--- config.mk ---
export PLATFORM = sky130hd
export DESIGN_NAME = gray_counter_flat
export DESIGN_NICKNAME = d
export VERILOG_FILES = /design/src/rtl/gray_counter_if.sv /design/src/rtl/gray_counter.sv /design/src/flat_wrapper.sv
export SDC_FILE = /design/constraint.sdc
export NUM_CORES = 1
export LEC_CHECK = 0
export CAP_MARGIN = 20
export CORE_UTILIZATION = 25
export DETAILED_ROUTE_END_ITERATION = 6
export MAX_ROUTING_LAYER = met4
export PLACE_DENSITY = 0.46
export RECOVER_POWER = 50
export SKIP_LAST_GASP = 1
export SLEW_MARGIN = 10
export SYNTH_ARGS = -nofsm -noshare
export SYNTH_HDL_FRONTEND = slang
export SYNTH_SLANG_ARGS = --single-unit
--- constraint.sdc ---
create_clock -name clk -period 2.2 [get_ports clk]
set_input_delay 0.22 -clock clk [delete_from_list [all_inputs] [get_ports clk]]
set_output_delay 0.22 -clock clk [all_outputs]
set_load 0.005 [all_outputs]
--- src/rtl/gray_counter_if.sv ---
// Control and result signals of the Gray/binary up-down counter.
// master drives the controls; slave is the counter itself.
interface gray_counter_if #(
   parameter int WIDTH = 8
);
   logic             clr;
   logic             load;
   logic             load_gray;
   logic [WIDTH-1:0] din;
   logic             en;
   logic             up;
   logic [WIDTH-1:0] bin_q;
   logic [WIDTH-1:0] gray_q;
   logic             wrap;

   modport master (
      output clr, load, load_gray, din, en, up,
      input  bin_q, gray_q, wrap
   );

   modport slave (
      input  clr, load, load_gray, din, en, up,
      output bin_q, gray_q, wrap
   );
endinterface

--- src/rtl/gray_counter.sv ---
// Up/down counter with binary or Gray load.
// Outputs are the binary count, its Gray code and a wrap pulse, all registered.
module gray_counter #(
   parameter int WIDTH = 8
) (
   input logic         clk,
   input logic         rst_n,
   gray_counter_if.slave cnt_if
);

   localparam logic [WIDTH-1:0] ONE = {{(WIDTH-1){1'b0}}, 1'b1};

   logic [WIDTH-1:0] count_q, count_d;
   logic [WIDTH-1:0] gray_q, gray_d;
   logic [WIDTH-1:0] din_bin;
   logic             wrap_q, wrap_d;

   // Gray-to-binary: each binary bit is the XOR of all Gray bits at or above it
   always_comb begin
      din_bin = '0;
      for (int unsigned i = 0; i < WIDTH; i++) begin
         din_bin[i] = ^(cnt_if.din >> i);
      end
   end

   always_comb begin
      count_d = count_q;
      wrap_d  = 1'b0;
      if (cnt_if.clr) begin
         count_d = '0;
      end else if (cnt_if.load) begin
         count_d = cnt_if.load_gray ? din_bin : cnt_if.din;
      end else if (cnt_if.en) begin
         if (cnt_if.up) begin
            count_d = count_q + ONE;
            wrap_d  = &count_q;
         end else begin
            count_d = count_q - ONE;
            wrap_d  = ~|count_q;
         end
      end
      // Gray code is encoded from the next count so gray_q comes straight from a flop
      gray_d = count_d ^ (count_d >> 1);
   end

   always_ff @(posedge clk or negedge rst_n) begin
      if (!rst_n) begin
         count_q <= '0;
         gray_q  <= '0;
         wrap_q  <= 1'b0;
      end else begin
         count_q <= count_d;
         gray_q  <= gray_d;
         wrap_q  <= wrap_d;
      end
   end

   assign cnt_if.bin_q  = count_q;
   assign cnt_if.gray_q = gray_q;
   assign cnt_if.wrap   = wrap_q;

endmodule

--- src/flat_wrapper.sv ---
// flat-port wrapper written by rule: the top's interface ports become plain ports
module gray_counter_flat 
#(
   parameter int WIDTH = 8
)
  (clk, rst_n, cnt_if_clr, cnt_if_load, cnt_if_load_gray, cnt_if_din, cnt_if_en, cnt_if_up, cnt_if_bin_q, cnt_if_gray_q, cnt_if_wrap);
  gray_counter_if #(.WIDTH(WIDTH)) cnt_if_i ();
  input logic clk;
  input logic rst_n;
  input wire logic [$bits(cnt_if_i.clr)-1:0] cnt_if_clr;
  input wire logic [$bits(cnt_if_i.load)-1:0] cnt_if_load;
  input wire logic [$bits(cnt_if_i.load_gray)-1:0] cnt_if_load_gray;
  input wire logic [$bits(cnt_if_i.din)-1:0] cnt_if_din;
  input wire logic [$bits(cnt_if_i.en)-1:0] cnt_if_en;
  input wire logic [$bits(cnt_if_i.up)-1:0] cnt_if_up;
  output wire logic [$bits(cnt_if_i.bin_q)-1:0] cnt_if_bin_q;
  output wire logic [$bits(cnt_if_i.gray_q)-1:0] cnt_if_gray_q;
  output wire logic [$bits(cnt_if_i.wrap)-1:0] cnt_if_wrap;
  assign cnt_if_i.clr = cnt_if_clr;
  assign cnt_if_i.load = cnt_if_load;
  assign cnt_if_i.load_gray = cnt_if_load_gray;
  assign cnt_if_i.din = cnt_if_din;
  assign cnt_if_i.en = cnt_if_en;
  assign cnt_if_i.up = cnt_if_up;
  assign cnt_if_bin_q = cnt_if_i.bin_q;
  assign cnt_if_gray_q = cnt_if_i.gray_q;
  assign cnt_if_wrap = cnt_if_i.wrap;
  gray_counter #(.WIDTH(WIDTH)) u_core (.clk(clk), .rst_n(rst_n), .cnt_if(cnt_if_i));
endmodule
==> results.yml <==
run_status:
  status: "finished with violations"
  violations: "DRC"
cts:
  numCtsBuffers: 3
  cts-root-buf: "clkbuf_8"
  tritoncts: "built"
  clock_latency_ns: 0.25
  clockBufferDepth: 2
  cts_hold_buf: 0
  cts_max_level: 1
  clock-sinks: 16
  path_clk_slew_ns: 0.06
placement:
  place_area_um2: 1700
  dp_hpwl_mm: 2.48
  post-place-ws_ns: -0.398
  portBuffers: 31
  gp_congestion: 0.885
global_routing:
  overflow: 0
  grt_pass1_vias: 1075
  grt_pass1_wl_mm: 5.13
  antenna_found_initial: 0
  grt_usage_pct: 13.7
  grt_max_degree: 17
detailed_routing:
  wl_met1_mm: 1.35
  vias_per_cell: 4.56
  wirelength_mm: 3.06
  avgRoutedWirePerCell_um: 13.4
  antenna_left: 0
  route.met2.wl_mm: 1.59
  wl_met3_um: 122
  highest_layer: "met3"
  drt_pass1_iterations: 6
  drc: 2
  vias: 1039
  drt-initial-drc-count: 41
synthesis:
  synth_edf_count: 0
  async_flop_share_pct: 100
  synthTopCellsByCount: "dfrtp_1 (16), xor2_1 (16), nor2_1 (9)"
  synth_cell_type_count: 30
  synth_cells: 122
  synth.avg_cell_area_um2: 9.63
  ys_seq_area_share_pct: 34.1
  synthTopCellsByArea: "dfrtp_1 (34%), xor2_1 (12%), ha_1 (6.4%), xnor2_1 (6.0%), a211oi_1 (3.2%)"
  synth_flop_cell: "dfrtp_1"
  synth_largest_area_cell: "dfrtp_1"
  yosysWarnings: 0
  syn_nets: 144
  syn-cell-area_um2: 1170
  ys_ff_latch: 16
  synth_top_area_share_pct: 34.1
floorplan:
  num_io_pins: 32
  die_h_um: 70.6
  core_region_area_um2: 4440
  rows: 24
  start_util_pct: 26.4
  die_width_um: 70.6
  dieArea_um2: 4980
finish:
  area_delta_synth_final_pct: 55.2
  nets: 199
  utilization_pct: 41.0
  final_area_um2: 1820
  diodes: 0
  drive_above_1_share_pct: 23.3
power_and_ir_drop:
  power_density_nw_per_um2: 620
  finalPower_w: 0.00113
  leakagePower_nw: 0.838
  ir_worst_vdd_mv: 0.246
timing:
  slew_violations: 0
  finalSetupTns_ns: 0
  period_share_pct: 97.6
  period_needed_ns: 2.15
  hold_viol: 0
  max_freq_mhz: 466
  grt_setup_unrepaired: "true"
  maxSlewHeadroom_pct: 52.5
  finClkSkew_ns: 0.00521
  fin_ws_ns: 0.0535
  tightest_slew_ns: 0.710
  finalSetupViolCount: 0
setup_path:
  arrival_ns: 2.28
  startpoint_type: "flip-flop"
  critical_path_class: "reg -> reg"
  crit_path_end_kind: "flip-flop"
  required_ns: 2.33
  r2r_slack_ns: 0.05
  cp_max_fo: 4
worst_hold_path:
  min_path_type: "in -> async"
flow_run:
  drv_cap: 0
power by group:
part / leakage (nW) / internal, W / switching, W
Combinational: 0.606 / 0.000287 / 0.000218
Clock: 0.0288 / 0.000159 / 0.0000963
Sequential: 0.203 / 0.000338 / 0.0000312
worst paths after layout:
kind                                            to                   start  cells after the start
max in group asynchronous   u_core.cnt_if.bin_q[1]                   rst_n                      1
setup reg to reg           u_core.cnt_if.gray_q[6]  u_core.cnt_if.bin_q[1]                      9
hold reg to reg                 u_core.cnt_if.wrap  u_core.cnt_if.bin_q[4]                      3
min in group clk                u_core.cnt_if.wrap               cnt_if_up                      5
setup / recovery           u_core.cnt_if.gray_q[6]  u_core.cnt_if.bin_q[1]                      9
hold / removal              u_core.cnt_if.bin_q[7]                   rst_n                      1
what timing repair did:
item,4_1_cts,5_1_grt
buffers inserted,0,1
pin swaps,6,9
setup endpoints to repair,7,9
gates resized for setup,4,9
cell usage in the layout, fill, tap and decap left out, drive strengths merged:
cell / n
a31oi: 1
inv: 7
o21ai: 4
nor2b: 6
a211oi: 7
a21o: 2
ha: 6
clkdlybuf4s50: 21
xor3: 1
fa: 1
nor2: 9
dlygate4sd3: 7
clkbuf: 4
dlygate4sd2: 1
buf: 24
nand2b: 3
a21oi: 7
nor4: 2
nor3: 4
xor2: 17
xnor3: 1
o21a: 2
mux2i: 2
a311o: 1
xnor2: 8
nand2: 8
dlymetal6s2s: 2
dfrtp: 16
nand4: 2
per-layer routing:
layer / global-route usage (%) / up-vias
met2: 25.2 / 29
met1: 16.0 / 493
li1: - / 517
met3: 2.85 / 0
met4: 1.33 / 0
met5: - / -
final cells by class:
cell class / instances / area (um^2)
repair buffers: 55 / 494
multi-input cells: 94 / 781
fillers: 454 / 2620
clock buffers: 4 / 55.1
inverters: 7 / 26.3
flip-flops and latches: 16 / 402
well taps: 52 / 65.1
cells by family after synthesis:
logic type      count (synthesis)  share of synthesized area, %
simple gates                   34                          14.1
flops                          16                          34.1
fa+ha+maj                       7                          8.09
xor+xnor                       27                          23.3
mux                             2                          1.70
buf+inv                        12                          4.15
compound gates                 24                          14.6
sequential cells by signal (all words and copies together), names as in the netlist:
name,count
u_core.cnt_if.gray_q,7
u_core.cnt_if.bin_q,8
u_core.cnt_if.wrap,1
through the flow:
| step | cells | hold WS (ns) |
|---|---|---|
| after global placement | 223 | 0.672 |
| after detailed placement | 223 | 0.692 |
| final | 228 | 0.465 |
| after global routing | 228 | 0.538 |
| after floorplan | 122 | -0.0756 |
| after CTS | 227 | 0.427 |
critical path, cell delays in order (launching register included):
cell,delay [ns]
dfrtp_2,0.46
ha_4,0.22
a21o_1,0.16
a21oi_2,0.13
nor2b_1,0.06
o21a_1,0.18
a311o_1,0.37
xnor2_1,0.13
o21a_1,0.20
xnor2_1,0.13
(Power assumes the default switching activity.)
